<file path="config.mk">
export PLATFORM = sky130hd
export DESIGN_NAME = des3_cbc_ctrl
export DESIGN_NICKNAME = d
export VERILOG_FILES = /design/src/rtl/des3_cbc_ctrl.sv
export SDC_FILE = /design/constraint.sdc
export NUM_CORES = 1
export LEC_CHECK = 0
export CORE_AREA = 2 2 181 183
export CTS_CLUSTER_DIAMETER = 30
export DETAILED_ROUTE_END_ITERATION = 16
export DIE_AREA = 0 0 183 185
export PLACE_DENSITY = 0.84
export SYNTH_ARGS = -nofsm -noshare
export SYNTH_HDL_FRONTEND = slang
export SYNTH_SLANG_ARGS = --single-unit
</file>
<file path="constraint.sdc">
create_clock -name clock -period 2.5 [get_ports clock]
set_clock_uncertainty 0.2 [all_clocks]
set_input_delay 0.75 -clock clock [delete_from_list [all_inputs] [get_ports clock]]
set_output_delay 0.75 -clock clock [all_outputs]
set_load 0.01 [all_outputs]
</file>
<file path="src/rtl/des3_cbc_ctrl.sv">
// rtl/des3_cbc_ctrl.sv - CBC-mode block sequencer for a shared 3DES encrypt/decrypt engine
module des3_cbc_ctrl #(
    parameter int TIMEOUT = 1024,
    parameter int CNT_W   = 16
) (
    input  logic             clock,
    input  logic             rst_n,
    input  logic             cfg_valid,
    output logic             cfg_ready,
    input  logic             cfg_decrypt,
    input  logic [63:0]      cfg_iv,
    input  logic [CNT_W-1:0] cfg_nblocks,
    input  logic             in_valid,
    output logic             in_ready,
    input  logic [63:0]      in_data,
    output logic             out_valid,
    input  logic             out_ready,
    output logic [63:0]      out_data,
    output logic             out_last,
    output logic             eng_start,
    output logic             eng_decrypt,
    output logic [63:0]      eng_data,
    input  logic [63:0]      eng_result,
    input  logic             eng_done,
    output logic             busy,
    output logic             err_timeout
);

    localparam int TMR_W = $clog2(TIMEOUT) + 1;

    typedef enum logic [2:0] {
        S_IDLE    = 3'd0,
        S_WAIT_IN = 3'd1,
        S_START   = 3'd2,
        S_RUN     = 3'd3,
        S_OUT     = 3'd4
    } state_e;

    state_e             state_q, state_d;
    logic [63:0]        chain_q, chain_d;
    logic [63:0]        blk_q, blk_d;
    logic [63:0]        eng_data_q, eng_data_d;
    logic [63:0]        out_data_q, out_data_d;
    logic [CNT_W-1:0]   remaining_q, remaining_d;
    logic [TMR_W-1:0]   timer_q, timer_d;
    logic               mode_q, mode_d;
    logic               err_q, err_d;

    always_ff @(posedge clock or negedge rst_n) begin
        if (!rst_n) begin
            state_q     <= S_IDLE;
            chain_q     <= '0;
            blk_q       <= '0;
            eng_data_q  <= '0;
            out_data_q  <= '0;
            remaining_q <= '0;
            timer_q     <= '0;
            mode_q      <= 1'b0;
            err_q       <= 1'b0;
        end else begin
            state_q     <= state_d;
            chain_q     <= chain_d;
            blk_q       <= blk_d;
            eng_data_q  <= eng_data_d;
            out_data_q  <= out_data_d;
            remaining_q <= remaining_d;
            timer_q     <= timer_d;
            mode_q      <= mode_d;
            err_q       <= err_d;
        end
    end

    always_comb begin
        state_d     = state_q;
        chain_d     = chain_q;
        blk_d       = blk_q;
        eng_data_d  = eng_data_q;
        out_data_d  = out_data_q;
        remaining_d = remaining_q;
        timer_d     = timer_q;
        mode_d      = mode_q;
        err_d       = err_q;
        case (state_q)
            S_IDLE: begin
                if (cfg_valid) begin
                    chain_d     = cfg_iv;
                    mode_d      = cfg_decrypt;
                    remaining_d = cfg_nblocks;
                    err_d       = 1'b0;
                    if (cfg_nblocks != '0) state_d = S_WAIT_IN;
                end
            end
            S_WAIT_IN: begin
                if (in_valid) begin
                    blk_d      = in_data;
                    eng_data_d = mode_q ? in_data : (in_data ^ chain_q);
                    state_d    = S_START;
                end
            end
            S_START: begin
                timer_d = '0;
                state_d = S_RUN;
            end
            S_RUN: begin
                if (eng_done) begin
                    out_data_d = mode_q ? (eng_result ^ chain_q) : eng_result;
                    chain_d    = mode_q ? blk_q : eng_result;
                    state_d    = S_OUT;
                end else if (timer_q == TMR_W'(TIMEOUT - 2)) begin
                    // Timer would reach TIMEOUT-1 on this edge: abandon the message.
                    err_d   = 1'b1;
                    state_d = S_IDLE;
                end else begin
                    timer_d = timer_q + 1'b1;
                end
            end
            S_OUT: begin
                if (out_ready) begin
                    remaining_d = remaining_q - 1'b1;
                    state_d     = (remaining_q == CNT_W'(1)) ? S_IDLE : S_WAIT_IN;
                end
            end
            default: state_d = S_IDLE;
        endcase
    end

    always_comb begin
        cfg_ready   = 1'b0;
        in_ready    = 1'b0;
        eng_start   = 1'b0;
        out_valid   = 1'b0;
        out_last    = 1'b0;
        busy        = 1'b1;
        case (state_q)
            S_IDLE: begin
                cfg_ready = 1'b1;
                busy      = 1'b0;
            end
            S_WAIT_IN: in_ready  = 1'b1;
            S_START:   eng_start = 1'b1;
            S_OUT: begin
                out_valid = 1'b1;
                out_last  = (remaining_q == CNT_W'(1));
            end
            default: ;
        endcase
        eng_decrypt = mode_q;
        eng_data    = eng_data_q;
        out_data    = out_data_q;
        err_timeout = err_q;
    end

endmodule

</file>
==> After elaboration in Yosys (flattened, before gate mapping) <==
Index checks and enable logic that the tools add are counted.
{ "word_totals": {"elab_cells": 71, "output_inout_bits": 136, "regBits": 288, "in_bits": 215} }
{ "op_classes": {"n_reduce_logical": 13, "bitwise": 2, "addsub": 2, "n_mux": 30, "eq_ne": 15} }
{ "ops": {"columns": ["op", "count"], "rows": [
  ["64-bit 2-to-1 mux", 5],
  ["64-bit one-hot mux with 2 select lines", 1],
  ["64-bit XOR", 2],
  ["16-bit 2-to-1 mux", 2],
  ["16-bit one-hot mux with 2 select lines", 1],
  ["11-bit 2-to-1 mux", 2],
  ["11-bit one-hot mux with 2 select lines", 1],
  ["3-bit 2-to-1 mux", 6],
  ["16-bit by 1-bit equality test with 1-bit output, second input constant", 1],
  ["2-bit != test, second input constant", 8],
  ["16-bit nonzero test", 1],
  ["16-bit by 1-bit subtractor with 16-bit output, second input constant", 1],
  ["3-bit one-hot mux with 5 select lines", 1],
  ["11-bit by 1-bit adder with 11-bit output, second input constant", 1],
  ["11-bit by 10-bit equality test with 1-bit output, second input constant", 1],
  ["1-bit 2-to-1 mux", 10],
  ["3-bit AND reduction", 3],
  ["3-bit by 2-bit equality test with 1-bit output, second input constant", 2],
  ["2-bit AND reduction", 3],
  ["2-bit nonzero test", 3],
  ["5-bit AND reduction", 1],
  ["4-bit AND reduction", 1],
  ["3-bit by 1-bit equality test with 1-bit output, second input constant", 1],
  ["3-bit equality test, second input constant", 1],
  ["other kinds (3)", 3]
]} }

==> Depth between registers and ports, before layout <==
{ "logic_depth": {"ltp_word": 4, "ltp_mapped": 9, "ltp_nobuf": 7} }

==> Worst setup path after synthesis <==
OpenSTA, ideal clock, no wires.
{ "synth_timing": {"path_kind": "reg-to-output", "start": "register state_q[0]", "end": "output port out_last", "t_arrival_ns": 1.249, "n_path_buf": 3, "required_time_ns": 1.550, "path_slack_ns": 0.301, "stages_incl_launch_ff": 7, "path_cell_list": "dfrtp_1 -> buf_2 -> nor2_1 -> nand2_1 -> buf_2 -> buf_2 -> nor2_1"} }
{ "synth_between": {"elab_chain_len": 2} }
{ "synth_rtl": {"columns": ["element", "line", "rtl"], "rows": [
  ["start: declaration", "39", "state_e state_q, state_d;"],
  ["start signal: assignment", "61", "state_q <= state_d;"],
  ["3-bit equality test", "134", "case (state_q)"],
  ["1-bit 2-to-1 mux", "134", null],
  ["end: declaration", "19", "output logic out_last,"]
]} }
No other way between the ends.

==> Worst setup path after layout <==
{ "layout_timing": {"start": "register remaining_q[1]", "end": "output port out_last"} }
{ "layout_between": {"elab_chain_len": 2} }
{ "layout_rtl": {"columns": ["element", "line", "rtl"], "rows": [
  ["start: declaration", "44", "logic [CNT_W-1:0] remaining_q, remaining_d;"],
  ["start signal: assignment", "66", "remaining_q <= remaining_d;"],
  ["16-bit by 1-bit equality test with 1-bit output", "143", "out_last = (remaining_q == CNT_W'(1));"],
  ["1-bit 2-to-1 mux", "134", null]
]} }
No other way between the ends.

==> results_dict.tcl <==
set metrics [dict create \
    worst-endpoint-required_ns 1.55 \
    dp_hpwl_um 27600 \
    netlist-cell-type-count 57 \
    crit_fanout 2 \
    irDropWorstVdd_uv 696 \
    fill_cells 2341 \
    h-tree-depth 3 \
    fp.coreArea_um2 32000 \
    global_route.overflow_total 0 \
    total_of_endpoints_with_negative_setup_slack_in_the_final_report 1 \
    dominant_combinational_cell_family_by_area_after_synthesis "simple AND/OR/NAND/NOR gates" \
    final-max-slew-violation-count 0 \
    cts_tree "yes" \
    synthesized_flop_and_latch_total 288 \
    grt_setup_unrepaired "true" \
    maxCapViolations 0 \
    number_of_instances_in_the_placed_design 2211 \
    yosysTopAreaCellShare_pct 50.8 \
    avgViaCountPerCell 5.30 \
    yosysSeqAreaShare_pct 50.8 \
    grt_max_degree 107 \
    drc_errors 0 \
    via_count_of_the_first_global_routing_pass 13100 \
    cts_buffer_depth 3 \
    synthTopCellsByArea "sky130_fd_sc_hd__dfrtp_1, sky130_fd_sc_hd__nand2_1, sky130_fd_sc_hd__mux2i_1" \
    post_route_cells_drive_above_1_share_pct 14.1 \
    avgSynthCellArea_um2 9.69 \
    globalplace.congestion 0.836 \
    dr.pass1.iters 5 \
    antenna_violating_nets_post_route 0 \
    synth_compound_gate_area_share_pct 12.0 \
    finalSetupTns_ns -0.209 \
    yosys_most_used_dff "sky130_fd_sc_hd__dfrtp_1" \
    top_level_i_o_count 351 \
    tightestPinTransition_ns 0.633 \
    timing.final.hold_violations 0 \
    num-nets-final 2110 \
    power_density_nw_per_um2 1350 \
    critPathArrivalTime_ns 1.76 \
    syn-cell-area_um2 14200 \
    violations "negative setup slack" \
    asyncSetResetFlopFracSynth_pct 100 \
    post-route-worst-setup-slack_ns -0.209 \
    cpLargestDelayFamily "simple AND/OR/NAND/NOR gates" \
    post_synth_inst_count 1464 \
    crit_type "flop to primary output" \
    numCtsBuffers 69 \
    cp_num_buf_inv 2 \
    antenna_found_initial 5 \
    post_synth_and_or_nand_nor_area_fraction_pct 15.3 \
    critPathMaxStageDelay_ns 0.39 \
    crit_slowest_cell "sky130_fd_sc_hd__dfrtp_1" \
    cts_root_buf "sky130_fd_sc_hd__clkbuf_16" \
    cell_by_cell_listing_of_the_critical_path "inv_2 > ha_4 > nor3b_4 > nand4_1 > nor2_1 > buf_2" \
    clk_pin_slew_worst_paths_ns 0.05 \
    fp.dieW_um 183 \
    clock-sinks 288 \
    dpl_worst_slack_ns -0.309 \
    grt.total_usage_pct 24.8 \
    rr_startpoint "remaining_q[1]" \
    dr.first_iter.drc_count 715 \
    fin_total_pwr_mw 28.6 \
    post_synth_mux_area_share_pct 9.75 \
    yosys_warnings 0 \
    synth.net_count 1683 \
    die-area_um2 33900 \
    synth.largest_area_cell "sky130_fd_sc_hd__dfrtp_1" \
    critPathCaptureType "primary output" \
    worstSetupStartpoint "remaining_q[1]" \
    worst_slew_margin_rel_pct 57.3 \
    worst_hold_path_type "flop to flop" \
    vias 12500 \
    io_buffers 350 \
    clk_latency_ns 0.55 \
    min_from "out_data[1]" \
    synth-edff-count 0 \
    post_synth_fa_ha_maj_area_fraction_pct 0.353 \
    dieHeight_um 185 \
    grt_pass1_wl_um 66900 \
    layoutNonFillerInstCount 2357 \
    drt_wl_total_um 41700 \
    layout-area-overhead-vs-synth_pct 49.7 \
    final_design_area_no_fill_um2 21200 \
    initial_utilization_pct 44.3 \
    fp-row-count 66 \
    max_freq_ghz 0.369 \
    timing.final.crit_period_ns 2.71 \
    synth_xor_xnor_area_share_pct 8.28 \
    finalCritPeriodShare_pct 108 \
    total_leakage_power_nw 9.04 \
    wl_per_cell_um 17.7 \
    status "complete, but fails checks" \
    worstSetupStartpointType "flop" \
    postPlaceCellArea_um2 18600 \
]
## Yosys cell counts (10+ instances only)
cell / number
sky130_fd_sc_hd__a21oi_1: 86
sky130_fd_sc_hd__dfrtp_1: 288
sky130_fd_sc_hd__clkbuf_1: 34
sky130_fd_sc_hd__mux2i_1: 65
sky130_fd_sc_hd__mux2_2: 19
sky130_fd_sc_hd__nor3_1: 10
sky130_fd_sc_hd__mux2_1: 46
sky130_fd_sc_hd__o21ai_1: 103
sky130_fd_sc_hd__xor2_1: 67
sky130_fd_sc_hd__nand2_1: 272
sky130_fd_sc_hd__nor2_1: 92
sky130_fd_sc_hd__xnor2_1: 67
sky130_fd_sc_hd__o21ai_0: 106
sky130_fd_sc_hd__nor2b_1: 66
sky130_fd_sc_hd__buf_2: 36
sky130_fd_sc_hd__buf_4: 15
## report_power, final
part / switching (mW) / leakage (nW) / internal, mW
clock: 2.79 / 1.18 / 6.44
sequential: 1.38 / 3.46 / 6.88
combinational: 5.57 / 4.40 / 5.51
## worst paths after layout
check	endpoint	slack [ns]	depth (start not counted)
min reg2reg	out_data[1]	0.27	2
max reg2reg	remaining_q[10]	0.15	10
max in group asynchronous	state_q[2]	0.88	3
min in group asynchronous	eng_data[43]	0.51	2
min	out_data[1]	0.27	2
max	out_last	-0.21	6
## layout by cell type, fill, tap and decap left out, drive strengths merged, types with 3 or more instances in the layout
| master | instances |
|---|---|
| xor2 | 67 |
| mux2i | 65 |
| and2 | 4 |
| clkinv | 18 |
| nand2 | 273 |
| ha | 4 |
| a21oi | 87 |
| clkdlybuf4s50 | 339 |
| nand3b | 3 |
| nand4 | 7 |
| xnor2 | 67 |
| o21ai | 209 |
| nand3 | 5 |
| dlygate4sd2 | 3 |
| clkbuf | 86 |
| bufinv | 9 |
| nor2b | 66 |
| dfrtp | 288 |
| mux2 | 65 |
| clkinvlp | 9 |
| inv | 10 |
| nor3 | 14 |
| diode | 3 |
| nand2b | 4 |
| nor4 | 6 |
| buf | 107 |
| o22ai | 4 |
| o2bb2ai | 4 |
| nor2 | 93 |
## worst reg2reg max path: stages, from the launching register on
cell and delay [ns]:
sky130_fd_sc_hd__dfrtp_1 0.39, sky130_fd_sc_hd__inv_2 0.09, sky130_fd_sc_hd__buf_4 0.11, sky130_fd_sc_hd__buf_4 0.09
sky130_fd_sc_hd__buf_4 0.10, sky130_fd_sc_hd__ha_1 0.18, sky130_fd_sc_hd__nor2b_4 0.19, sky130_fd_sc_hd__nand3b_4 0.13
sky130_fd_sc_hd__or4_4 0.45, sky130_fd_sc_hd__a21oi_2 0.15, sky130_fd_sc_hd__a2bb2oi_1 0.19
## per-layer routing
metal	share of wire, %	wire (um)	vias up	global-route usage, %
met1	39	16200	6059	28.3
li1	-	-	5805	-
met5	0.072	30	-	0
met4	4.6	1900	4	13.4
met3	7.8	3260	134	6.98
met2	49	20300	494	42.3
## state kept, by name (all words and copies together) (netlist names)
register and flops:
blk_q 64, chain_q 64, eng_data 64, eng_decrypt 1
err_timeout 1, out_data 64, remaining_q 16, state_q 3
timer_q 11
## per-stage QoR
stage	util, %	hold slack [ns]
3_3_place_gp	58.0	0.265
6_report	66.3	0.273
3_5_place_dp	58.0	0.270
2_1_floorplan	-	0.254
5_1_grt	66.2	0.301
4_1_cts	66.0	0.281
## kinds of logic after synthesis
logic type,count (synthesis)
AOI/OAI and AO/OA,322
xor gates and xnor gates,134
and+or+nand+nor,485
DFF,288
buffers and inverters,101
muxes,130
adders and majority gates,4
## cell type report
cell class              instances  area (um2)  area share, %
flip-flops and latches        288        7210           34.0
multi-input cells            1075        6580           31.0
repair buffers                451        4460           21.0
clock buffers                  86        1940           9.16
well taps                     408         510           2.40
clock inverters                40         497           2.34
inverters                       6        22.5          0.106
diodes                          3        7.51         0.0354
## timing repair
action	4_1_cts	5_1_grt
hold buffers	1	0
buffers inserted	11	5
hold endpoints to repair	37	0
resized for setup	40	12
setup endpoints to repair	10	8
pin swaps	5	5
cloned	0	0
No activity file was read; power rests on OpenSTA's default activity.
==> edit (same flow settings) <==
Add an input register stage for `cfg_valid`, `cfg_decrypt`, `cfg_iv` and `cfg_nblocks`; this delays them by one clock. The other inputs are not delayed to match.
--- a/src/rtl/des3_cbc_ctrl.sv
+++ b/src/rtl/des3_cbc_ctrl.sv
@@ -35,6 +35,18 @@
         S_RUN     = 3'd3,
         S_OUT     = 3'd4
     } state_e;
+
+    logic cfg_valid_q;
+    logic cfg_decrypt_q;
+    logic [63:0] cfg_iv_q;
+    logic [CNT_W-1:0] cfg_nblocks_q;
+
+    always_ff @(posedge clock) begin
+        cfg_valid_q   <= cfg_valid;
+        cfg_decrypt_q <= cfg_decrypt;
+        cfg_iv_q      <= cfg_iv;
+        cfg_nblocks_q <= cfg_nblocks;
+    end
 
     state_e             state_q, state_d;
     logic [63:0]        chain_q, chain_d;
@@ -82,12 +94,12 @@
         err_d       = err_q;
         case (state_q)
             S_IDLE: begin
-                if (cfg_valid) begin
-                    chain_d     = cfg_iv;
-                    mode_d      = cfg_decrypt;
-                    remaining_d = cfg_nblocks;
+                if (cfg_valid_q) begin
+                    chain_d     = cfg_iv_q;
+                    mode_d      = cfg_decrypt_q;
+                    remaining_d = cfg_nblocks_q;
                     err_d       = 1'b0;
-                    if (cfg_nblocks != '0) state_d = S_WAIT_IN;
+                    if (cfg_nblocks_q != '0) state_d = S_WAIT_IN;
                 end
             end
             S_WAIT_IN: begin
Function: changed (a bounded check fails within 4 cycles, from zero or initial values and one cycle with rst_n low).
==> edit against the unedited design <==
The flow still finishes with violations (negative setup slack). Wire length rose by 14%. Cell area rose by 10%. Die area unchanged. Power grew 11%. Synthesized area grew 12%. Combinational power increased by 5%. Setup slack got worse by 0.046 ns. Sequential cell count is 82 higher. Critical path type unchanged. Largest power group unchanged. Highest routed layer is now met4.
==> edit: results <==
group,metric,value,unit
finish,antennaDiodeCount,4,
detailed_routing,wl_met3,3640,um
placement,dp_slack,-0.155,ns
logic_synthesis,async_reset_ff_share,77.8,%
global_routing,grt_max_degree,119,
finish,multi_input_area_share,28.2,%
logic_synthesis,syn_area_per_cell,10.2,sq um
power,switching_share,33.5,%
run_status,outcome,"complete, but fails checks",
power,p_leak,10.1,nW
finish,layout-drive-gt1-share,16.2,%
sta,setup_violations,3,
finish,nNetsFinal,2204,
power,switchingPower,0.0107,W
sta,tns,-0.291,ns
run_status,violations,"negative setup slack",
power,peakVddDrop,0.802,mV
global_routing,grt_pass1_vias,13599,
logic_synthesis,ys_types,56,
sta,setup_ws,-0.256,ns
global_routing,use_met3,7.08,%
finish,clk_share,11.4,%
global_routing,grt_pass1_wl,70600,um
placement,placed_area,20100,sq um
cts,cts_buffers,76,
detailed_routing,routedWlPerCell,19.3,um
finish,area.growth.synth_to_final,48.3,%
detailed_routing,routed.top_layer,"met4",
detailed_routing,first_pass_iters,6,
==> edit: changes by cell type in the layout (fill, tap and decap cells not counted), sizes merged, moves of 2 or more <==
cell	change
dlymetal6s2s	+9
a21oi	-2
inv	+4
clkdlybuf4s50	-14
dfxtp	+82
buf	-4
o2bb2ai	-2
or3	+2
clkbuf	+21
dlygate4sd2	+5
==> edit: final timing paths <==
kind | start | endpoint | slack [ns] | cells after the start
setup / recovery | remaining_q[7] | out_last | -0.26 | 5
hold / removal | out_data[3] | out_data[3] | 0.27 | 2
setup reg to reg | state_q[2] | blk_q[11] | 0.02 | 11
hold reg to reg | out_data[3] | out_data[3] | 0.27 | 2
max in group asynchronous | rst_n | blk_q[48] | 0.95 | 3
min in group asynchronous | rst_n | out_data[34] | 0.46 | 2
==> edit: tightest hold or removal path: cells and delay by family, from the launching register on <==
kind | cells | cell delay [ns]
AOI/OAI and AO/OA | 1 | 0.06
DFF | 1 | 0.34
and+or+nand+nor | 1 | 0.04
